==> src/rtl/dsp_mac_pkg.sv <==
// Shared constants for the DSP multiply-accumulate sequencer.
// The bias build (`DSP_MAC_BIAS_EN) makes the first-element opcode add the C port.
package dsp_mac_pkg;

  localparam int DSP_A_W = 18;
  localparam int DSP_P_W = 48;

  // X=M, Z=P: accumulate onto the running sum.
  localparam logic [7:0] OP_ACC = 8'b0000_1001;
`ifdef DSP_MAC_BIAS_EN
  localparam logic [7:0] OP_FIRST = 8'b0000_1101;
`else
  localparam logic [7:0] OP_FIRST = 8'b0000_0001;
`endif

  typedef enum logic [1:0] {
    IDLE  = 2'd0,
    RUN   = 2'd1,
    DRAIN = 2'd2,
    DONE  = 2'd3
  } state_t;

endpackage

==> src/rtl/mac_tag_pipe.sv <==
// Two-stage {valid, first} tag pipe that tracks which DSP pipeline stages hold real data:
// v1/f1 = operand pair in A1/B1, v2 = product in M.
module mac_tag_pipe (
  input  logic clk,
  input  logic rst,
  input  logic hs,
  input  logic first,
  output logic v1,
  output logic f1,
  output logic v2
);

  logic v1_reg;
  logic f1_reg;
  logic v2_reg;

  always_ff @(posedge clk or posedge rst) begin
    if (rst) begin
      v1_reg <= 1'b0;
      f1_reg <= 1'b0;
      v2_reg <= 1'b0;
    end else begin
      v1_reg <= hs;
      f1_reg <= hs & first;
      v2_reg <= v1_reg;
    end
  end

  assign v1 = v1_reg;
  assign f1 = f1_reg;
  assign v2 = v2_reg;

endmodule

==> src/rtl/dsp_mac_sequencer.sv <==
// Drives one DSP slice as a MAC engine: P = sum(A_i*B_i) over a job of LEN operand pairs.
// Optional `DSP_MAC_BIAS_EN adds a per-job bias loaded into the C port.
module dsp_mac_sequencer
  import dsp_mac_pkg::*;
#(
  parameter int LEN_W = 8
) (
  input  logic               CLK,
  input  logic               RST,
  input  logic               START,
  input  logic [LEN_W-1:0]   LEN,
  output logic               BUSY,
  input  logic               OP_VALID,
  output logic               OP_READY,
  input  logic [DSP_A_W-1:0] OP_A,
  input  logic [DSP_A_W-1:0] OP_B,
  output logic               RES_VALID,
  input  logic               RES_READY,
  output logic [DSP_P_W-1:0] RES,
  output logic [DSP_A_W-1:0] DSP_A,
  output logic [DSP_A_W-1:0] DSP_B,
  output logic               DSP_CEA,
  output logic               DSP_CEB,
  output logic               DSP_CEM,
  output logic               DSP_CEP,
  output logic [7:0]         DSP_OPMODE,
  output logic               DSP_CEOPMODE,
  input  logic [DSP_P_W-1:0] DSP_P
`ifdef DSP_MAC_BIAS_EN
  ,
  input  logic [DSP_P_W-1:0] BIAS,
  output logic [DSP_P_W-1:0] DSP_C,
  output logic               DSP_CEC
`endif
);

  state_t           state_reg;
  logic [LEN_W-1:0] cnt_reg;
  logic             first_pending_reg;
  logic             busy_reg;
  logic             op_ready_reg;
  logic             res_valid_reg;
  logic             hs;
  logic             start_accept;
  logic             v1, f1, v2;

  assign hs           = OP_VALID & op_ready_reg;
  assign start_accept = START && (state_reg == IDLE) && (LEN != '0);

  always_ff @(posedge CLK or posedge RST) begin
    if (RST) begin
      state_reg         <= IDLE;
      cnt_reg           <= '0;
      first_pending_reg <= 1'b0;
      busy_reg          <= 1'b0;
      op_ready_reg      <= 1'b0;
      res_valid_reg     <= 1'b0;
    end else begin
      case (state_reg)
        IDLE: begin
          if (start_accept) begin
            state_reg         <= RUN;
            cnt_reg           <= LEN;
            first_pending_reg <= 1'b1;
            busy_reg          <= 1'b1;
            op_ready_reg      <= 1'b1;
          end
        end
        RUN: begin
          if (hs) begin
            cnt_reg           <= cnt_reg - 1'b1;
            first_pending_reg <= 1'b0;
            if (cnt_reg == LEN_W'(1)) begin
              state_reg    <= DRAIN;
              op_ready_reg <= 1'b0;
            end
          end
        end
        DRAIN: begin
          // No new pairs enter here, so v2 with v1 clear is the last product reaching P.
          if (v2 && !v1) begin
            state_reg     <= DONE;
            res_valid_reg <= 1'b1;
          end
        end
        DONE: begin
          if (RES_READY) begin
            state_reg     <= IDLE;
            res_valid_reg <= 1'b0;
            busy_reg      <= 1'b0;
          end
        end
        default: state_reg <= IDLE;
      endcase
    end
  end

  mac_tag_pipe u_tag_pipe (
    .clk   (CLK),
    .rst   (RST),
    .hs    (hs),
    .first (first_pending_reg),
    .v1    (v1),
    .f1    (f1),
    .v2    (v2)
  );

  assign BUSY         = busy_reg;
  assign OP_READY     = op_ready_reg;
  assign RES_VALID    = res_valid_reg;
  assign RES          = DSP_P;
  assign DSP_A        = OP_A;
  assign DSP_B        = OP_B;
  assign DSP_CEA      = hs;
  assign DSP_CEB      = hs;
  assign DSP_CEM      = v1;
  assign DSP_CEP      = v2;
  assign DSP_CEOPMODE = v1;
  // Idle opcode defaults to OP_FIRST; it only reaches the slice when v1 enables the load.
  assign DSP_OPMODE   = (f1 || !v1) ? OP_FIRST : OP_ACC;

`ifdef DSP_MAC_BIAS_EN
  logic [DSP_P_W-1:0] bias_reg;
  logic               cec_reg;

  always_ff @(posedge CLK or posedge RST) begin
    if (RST) begin
      bias_reg <= '0;
      cec_reg  <= 1'b0;
    end else begin
      cec_reg <= start_accept;
      if (start_accept) begin
        bias_reg <= BIAS;
      end
    end
  end

  assign DSP_C   = bias_reg;
  assign DSP_CEC = cec_reg;
`endif

endmodule
==> config.mk <==
export PLATFORM = sky130hd
export DESIGN_NAME = dsp_mac_sequencer
export DESIGN_NICKNAME = d
export VERILOG_FILES = /design/src/rtl/dsp_mac_pkg.sv /design/src/rtl/mac_tag_pipe.sv /design/src/rtl/dsp_mac_sequencer.sv
export SDC_FILE = /design/constraint.sdc
export NUM_CORES = 1
export LEC_CHECK = 0
export ABC_AREA = 1
export CAP_MARGIN = 20
export CELL_PAD_IN_SITES_DETAIL_PLACEMENT = 1
export CELL_PAD_IN_SITES_GLOBAL_PLACEMENT = 1
export CORE_MARGIN = 4
export CORE_UTILIZATION = 18
export CTS_BUF_LIST = sky130_fd_sc_hd__clkbuf_4
export CTS_CLUSTER_SIZE = 25
export DETAILED_ROUTE_END_ITERATION = 8
export PLACE_DENSITY = 0.92
export SLEW_MARGIN = 25
export SYNTH_ARGS = -nofsm -noshare
export SYNTH_HDL_FRONTEND = slang
export SYNTH_SLANG_ARGS = --single-unit
==> constraint.sdc <==
create_clock -name CLK -period 1.8 [get_ports CLK]
set_input_delay 0.27 -clock CLK [delete_from_list [all_inputs] [get_ports CLK]]
set_output_delay 0.27 -clock CLK [all_outputs]
set_load 0.03 [all_outputs]
==> flow_summary.yaml <==
placed_design:
  place_inst: 318
  io_buffer_count: 21
  dp_hpwl_mm: 3.118
  gp_congestion: 0.8721
synth:
  synth_top_area_share_pct: 38.68
  syn_area_mm2: 0.001824
  yosysUniqueCellTypes: 27
  ys_ff_latch: 17
  seq_area_frac_synth_pct: 23.32
  ys.warnings.count: 0
  yosysTopAreaCell: "buf_4"
  ys_top_cells_by_area: "buf_4, dfrtp_1, nand2_1"
  postSynthAreaPerCell_um2: 7.239
  syn-instance-count: 252
cts:
  cts_htree_levels: 1
  cts-buffers-inserted: 3
  clock-root-buffer: "clkbuf_4"
  post_cts_buffers: 0
  path_clk_slew_ps: 110
  holdBufCountCts: 0
  post_cts_resize_count: 1
  cts.sinks: 17
  cts_buffer_depth: 2
  clock_latency_ps: 310
  cts_tree: "yes"
floorplan:
  start_util_pct: 18.58
  dieWidth_um: 108.7
  num_io_pins: 197
  die_area_mm2: 0.01181
  coreArea_mm2: 0.009819
  die_h_um: 108.7
  row_count: 36
grt:
  grt_usage_pct: 6.657
  grt_max_degree: 18
  grt_pass1_wl_mm: 6.099
  grt_pass1_vias: 1286
  antenna_found_initial: 0
  grt.overflow.total: 0
critical_path:
  start_kind: "flop"
  path_max_fanout: 3
  critPathSlowestCell: "clkdlybuf4s50_1"
  reg2reg_depth: 9
  worstReg2RegStart: "state_reg[1]"
  r2r_slack_ps: 200
  crit_buf_inv: 1
  rr_endpoint: "state_reg[1]"
  max_stage_delay_ps: 710
  crit_family: "buffers and inverters"
  crit_arrival_ps: 1440
  required_ps: 1530
  path_class: "flop to output pin"
  crit_path_cell_trace: "clkdlybuf4s50_1"
  crit_path_end_kind: "output pin"
cells_and_area:
  area_growth_pct: -14.81
  fin_cells: 322
  antennaDiodeCount: 0
  nets: 293
  largest_reg_flops: 8
  drive_gt1_share_pct: 14.29
timing:
  min_period_ps: 1711
  final-setup-viol-count: 0
  period_share_pct: 95.05
  holdWs_ps: 274.1
  skew_ps: 7.199
  finalHoldViolations: 0
  timing.fmax_ghz: 0.5845
  rsz0062_at_grt: "no"
  drv_slew: 0
  fin_tns_setup_ps: 0
detailed_routing:
  vias_per_cell: 3.693
  vias: 1189
  drtPass1Iterations: 4
  drc_errors: 0
  wl_mm: 3.802
  postRouteAntennaNets: 0
  drt-initial-drc-count: 47
  wire_per_inst_um: 11.81
power:
  intPower_w: 0.001295
  p_clk_share_pct: 8.8
  p_per_area_mw_per_mm2: 1742
  power_leakage_nw: 0.7534
  swShare_pct: 52.16
  combPwrFrac_pct: 64.3
  peakVddDrop_v: 0.0002685
  p_seq_share_pct: 26.9
  switchingPower_w: 0.001412
status:
  outcome: "finished clean"
job:
  maxCapViolCount: 0
min_path:
  hp-class: "primary input to async pin"
[through the flow]
stage          setup WS, ps  power [W]  instance area [um^2]  utilization [%]
2_1_floorplan         362.1   0.002359                  1843                -
3_3_place_gp          123.3   0.002367                  1515            15.43
3_5_place_dp          86.90   0.002480                  1515            15.43
4_1_cts               33.78   0.002720                  1544            15.72
5_1_grt               29.55   0.003012                  1554            15.83
6_report              89.07   0.002707                  1554            15.83
[tightest hold or removal path: cells and delay by family]
kind	cells	cell delay [ps]
buf+inv	3	700
[cell families after synthesis]
group / synth area share [%]
other: 0.4117
DFF: 23.32
and+or+nand+nor: 23.05
adders and majority gates: 4.115
AOI/OAI and AO/OA: 4.184
xor gates and xnor gates: 0.4802
buffers and inverters: 43.90
muxes: 0.5487
[layout make-up]
| cell class | count | area (um^2) |
|---|---|---|
| clock buffer | 4 | 30.03 |
| fill | 1222 | 8265 |
| inverter | 21 | 78.83 |
| multi-input combinational | 123 | 626.9 |
| sequential | 17 | 425.4 |
| tap | 133 | 166.4 |
| timing repair buffer | 24 | 226.5 |
[power by group through the flow]
stage	Combinational [W]	Clock [W]	Sequential [W]
floorplan	0.00159	0	0.000773
global placement	0.00164	0	0.000728
detailed placement	0.00174	0	0.000740
CTS	0.00174	0.000246	0.000731
global route	0.00200	0.000257	0.000758
finish	0.00174	0.000238	0.000727
[how the worst max path moves through the flow]
stage | startpoint | to | slack [ps] | depth (start not counted)
after global placement | LEN[1] | cnt_reg[1] | 120 | 8
after CTS | OP_READY | OP_READY | 30 | 1
after floorplan | state_reg[1] | state_reg[1] | 360 | 10
after global routing | OP_READY | OP_READY | 30 | 1
after detailed placement | LEN[1] | cnt_reg[2] | 90 | 8
final | OP_READY | OP_READY | 90 | 1
[cell usage after synthesis, drive strengths merged]
cell    number
o21ai        7
ha           6
nor2        18
o21bai       1
nand2       61
conb         2
mux2i        1
a21o         1
nand3       13
or2          2
nand4        1
clkinv       1
a21oi        3
xor2         1
nand3b       1
dfrtp       17
buf         96
inv         20
[metal layers]
metal	global-route usage [%]	up-vias	wire, um
met5	0	-	0
met4	6.402	0	250
met3	1.717	39	341
met2	11.52	47	1902
met1	6.331	560	1307
li1	-	543	-
[cell usage in the layout, fill, tap and decap left out]
| cell type | netlist | routed |
|---|---|---|
| nand4_1 | 1 | 1 |
| clkinv_1 | 1 | 1 |
| clkdlybuf4s50_1 | 0 | 18 |
| o21ai_2 | 3 | 3 |
| mux2i_1 | 1 | 1 |
| nand3b_1 | 1 | 1 |
| or2_1 | 1 | 1 |
| nand2_1 | 59 | 59 |
| o21ai_0 | 4 | 4 |
| conb_1 | 2 | 7 |
| a21o_1 | 1 | 1 |
| nor2_1 | 11 | 11 |
| nor2_4 | 1 | 1 |
| inv_2 | 3 | 3 |
| dlygate4sd2_1 | 0 | 1 |
| xor2_1 | 1 | 1 |
| a21oi_1 | 3 | 3 |
| nor2_2 | 6 | 6 |
| or2_2 | 1 | 1 |
| nand3_4 | 0 | 1 |
| ha_2 | 0 | 1 |
| nand2_2 | 2 | 2 |
| o21bai_1 | 1 | 1 |
| nand3_1 | 12 | 12 |
| ha_1 | 6 | 5 |
| inv_1 | 17 | 17 |
| dfrtp_1 | 17 | 17 |
| clkbuf_4 | 0 | 4 |
| buf_4 | 94 | 5 |
No activity file was read; power rests on OpenSTA's default activity.
==> edit 1, RTL diff (same settings) <==
`DSP_A_W`: 18 -> 14.
--- a/src/rtl/dsp_mac_pkg.sv
+++ b/src/rtl/dsp_mac_pkg.sv
@@ -2,7 +2,7 @@
 // The bias build (`DSP_MAC_BIAS_EN) makes the first-element opcode add the C port.
 package dsp_mac_pkg;
 
-  localparam int DSP_A_W = 18;
+  localparam int DSP_A_W = 14;
   localparam int DSP_P_W = 48;
 
   // X=M, Z=P: accumulate onto the running sum.
Interface: changed (resized DSP_A, DSP_B, OP_A and OP_B); port bits go from 197 to 181. No check against the original RTL was run, so the function may have changed too.
==> edit 1 against the unedited design <==
  * Clock power decreased by 13%
  * Power decreased by 0.92%
  * Largest power group unchanged
  * Maximum frequency increased by 3.0%
  * Via count decreased by 3.7%
  * Worst setup slack improved by 0.050 ns
  * Routed wire length decreased by 3.5%
  * Synthesized area decreased by 3.3%
  * Utilization increased by 0.68 points
  * Sequential cell count unchanged
  * Global-route usage increased by 0.056 points
  * Highest routed layer unchanged
  * Cell area decreased by 0.48%
==> edit 1: results (changes against the unedited design) <==
metric	value	unit	change
status	finished clean		
wire_per_inst	11.5	um	-2.3%
first_iter_violations	38		-19%
fillers	1167		-4.5%
setup_ws	0.139	ns	+0.0503 ns
grtUsageTotal	6.71	%	+0.056 points
whs	0.269	ns	-0.00485 ns
timing.rr.end	OP_READY		
swShare	52.6	%	+0.41 points
avgSynthCellArea	7.23	sq um	-0.12%
cp.arrival	1.39	ns	-0.05 ns
final_nets	285		-2.7%
r2r_slack	0.17	ns	-0.03 ns
drt-total-wl	3670	um	-3.5%
synthTopCellsByArea	buf_4 (37%), dfrtp_1 (24%), nand2_1 (13%)		
switching_power	1.41	mW	-0.14%
dp_hpwl	3070	um	-1.6%
critical_path.startpoint	BUSY		
cts.repair.resized	1		unchanged
r2r_start	state_reg[0]		
clock_power_share	7.7	%	-1.1 points
wl_met3	298	um	-13%
post-cts-setup-buffers	0		unchanged
place_ws	0.0883	ns	+0.00137 ns
placed_cell_area	1510	sq um	-0.33%
grt_pass1_wl	6090	um	-0.11%
finClkSkew	0.0195	ns	+0.0123 ns
wl_met1	1380	um	+5.2%
wl_met2	1900	um	about the same
hold_path_class	in -> async		
first_global_vias	1312		+2.0%
yosysSeqAreaShare	24.1	%	+0.79 points
gp_congestion	0.776		-11%
peakVddDrop	0.000602	V	+120%
num_vias	1145		-3.7%
r2r_cells	10		+1
crit_path_end	BUSY		
synthTopCellsByCount	buf_4 (86), nand2_1 (59), dfrtp_1 (17), inv_1 (17), nand3_1 (12)		
power_leakage	0.753	nW	about the same
dp_cells	314		-1.3%
==> edit 1: cell types whose count changed after synthesis <==
cell and change:
buf_4 -8
==> edit 1: cell type report <==
class / instances / area (sq um) / area share (%)
timing repair buffer: 24 / 226 / 14.6
tap: 129 / 161 / 10.4
clock inverter: 1 / 5.00 / 0.324
clock buffer: 3 / 22.5 / 1.46
sequential: 17 / 425 / 27.5
inverter: 21 / 78.8 / 5.10
multi-input combinational: 123 / 627 / 40.5
==> edit 1: logic make-up (layout without fill, tap and decap cells) <==
logic type               count (synthesis)  count (layout)  synth area share, %
XOR/XNOR                                 1               1                0.497
other                                    2               7                0.426
adder cells (fa/ha/maj)                  6               6                 4.26
flip-flops                              17              17                 24.1
AO/OA/AOI/OAI                           12              12                 4.33
multiplexers                             1               1                0.567
AND/OR/NAND/NOR                         96              96                 23.8
buffers and inverters                  109              49                 42.0
==> edit 1: routing by layer <==
metal  global-route usage [%]  vias up
met5                        0        -
met4                     3.56        0
met3                     2.47       18
met2                     11.9       45
met1                     6.87      542
li1                         -      540
==> edit 2, RTL diff (same flow settings) <==
Made on the original files. Re-encode `state_t` (4 states) as one-hot, 4 bits wide.
--- a/src/rtl/dsp_mac_pkg.sv
+++ b/src/rtl/dsp_mac_pkg.sv
@@ -13,11 +13,11 @@
   localparam logic [7:0] OP_FIRST = 8'b0000_0001;
 `endif
 
-  typedef enum logic [1:0] {
-    IDLE  = 2'd0,
-    RUN   = 2'd1,
-    DRAIN = 2'd2,
-    DONE  = 2'd3
+  typedef enum logic [3:0] {
+    IDLE  = 4'b0001,
+    RUN   = 4'b0010,
+    DRAIN = 4'b0100,
+    DONE  = 4'b1000
   } state_t;
 
 endpackage
Behaviour: same outputs for any inputs over 10 cycles, from zero or initial values and one cycle with RST high; not proved beyond that.
==> edit 2 against the unedited design <==
  * Hold slack improved by 0.012 ns
  * Combinational power decreased by 15%
  * Sequential cell count increased by 2
  * Die area decreased by 0.63%
  * Power decreased by 6.3%
  * Critical path depth unchanged
  * Routed wire length increased by 4.6%
  * Synthesized area decreased by 0.69%
  * Worst setup slack got worse by 0.034 ns
  * Maximum frequency decreased by 1.9%
  * Sequential share of layout area increased by 3.8 points
  * Synthesized cell count decreased by 3.6%
  * Cell area decreased by 1.4%
==> edit 2: results (changes against the unedited design) <==
metric	value	unit	change
status	finished clean		
synthXorXnorAreaFrac	0.483	%	+0.0033 points
synth.area.mux_share	1.10	%	+0.56 points
numCtsBuffers	3		unchanged
cp.arrival	1.47	ns	+0.03 ns
final_nets	280		-4.4%
grt_pass1_wl	6410	um	+5.1%
yosysSeqAreaShare	26.3	%	+3.0 points
synth_compound_area_share	5.52	%	+1.3 points
timing.rr.end	cnt_reg[2]		
clock_power_share	9.4	%	+0.6 points
synthTopCellsByCount	buf_4 (93), nand2_1 (45), inv_1 (20)		
wl_met3	414	um	+21%
synth_flop_cell	dfrtp_1		
synthTopCellsByArea	buf_4 (39%), dfrtp_1 (25%), nand2_1 (9.3%)		
synth_top_family_by_area	buffers and inverters		
clkTransAtPathRegs	0.13	ns	+0.02 ns
grt_max_degree	20		+2
drive_gt1_share	11.7	%	-2.6 points
finClkSkew	0.0121	ns	+0.00490 ns
cap_violations	0		unchanged
crit_path_max_incr_delay	0.71	ns	about the same
dp_hpwl	3330	um	+6.7%
yosysWarnings	0		unchanged
clk_latency	0.31	ns	about the same
cts.htree.levels	1		unchanged
r2r_cells	8		-1
met1_usage	8.43	%	+2.1 points
first_iter_violations	33		-30%
wire_per_inst	12.7	um	+7.6%
wl_met2	1740	um	-8.6%
placed_cell_area	1500	sq um	-0.83%
cp_max_fo	3		unchanged
wl_met1	1650	um	+27%
use_met3	2.93	%	+1.2 points
pwr_density_cell	1660	nW/um^2	-4.9%
use_met2	10.6	%	-0.95 points
syn_inst	243		-3.6%
async_reset_ff_share	100	%	unchanged
n_antenna_cell	0		unchanged
layout.cells.non_filler	313		-2.8%
r2r_start	state_reg[3]		
via_per_inst	3.71		+0.54%
cpLargestDelayFamily	buffers and inverters		
largest_reg_flops	8		unchanged
synth_fa_ha_area_share	1.38	%	-2.7 points
place_ws	-0.214	ns	-0.301 ns
peakVddDrop	0.000292	V	+8.8%
power_leakage	0.749	nW	-0.64%
hold_path_class	in -> async		
pg_seq	822	uW	+13%
switching_power	1.31	mW	-7.0%
antenna_found_initial	0		unchanged
grtUsageTotal	7.09	%	+0.43 points
gp_congestion	0.834		-4.4%
whs	0.287	ns	+0.0125 ns
first_global_vias	1248		-3.0%
cts-root-buf	clkbuf_4		
r2r_slack	0.26	ns	+0.06 ns
[edit 2: cell count changes after synthesis, sizes merged, moves of 2 or more]
| cell | delta |
|---|---|
| a21oi | -2 |
| o21ai | +4 |
| nand2 | -13 |
| nand4 | +5 |
| ha | -4 |
| or2 | -2 |
[edit 2: timing repair]
item | 4_1_cts | 5_1_grt
buffers inserted | 0 | 0
gates resized for setup | 1 | 2
setup endpoints to repair | 1 | 7
[edit 2: how the worst max path moves through the flow]
| stage | endpoint | slack [ns] | cells past startpoint |
|---|---|---|---|
| global placement | cnt_reg[1] | -0.09 | 9 |
| detailed placement | cnt_reg[2] | -0.21 | 9 |
| floorplan | DSP_CEB | 0.41 | 3 |
| CTS | OP_READY | 0.04 | 1 |
| global route | OP_READY | 0.01 | 1 |
| finish | OP_READY | 0.06 | 1 |
[edit 2: cell type report]
class	count	area, sq um
fillers	1211	8240
multi-input cells	112	556
flip-flops and latches	19	477
repair buffers	23	219
well taps	133	166
inverters	22	83.8
clock buffers	3	22.5
clock inverters	1	7.51
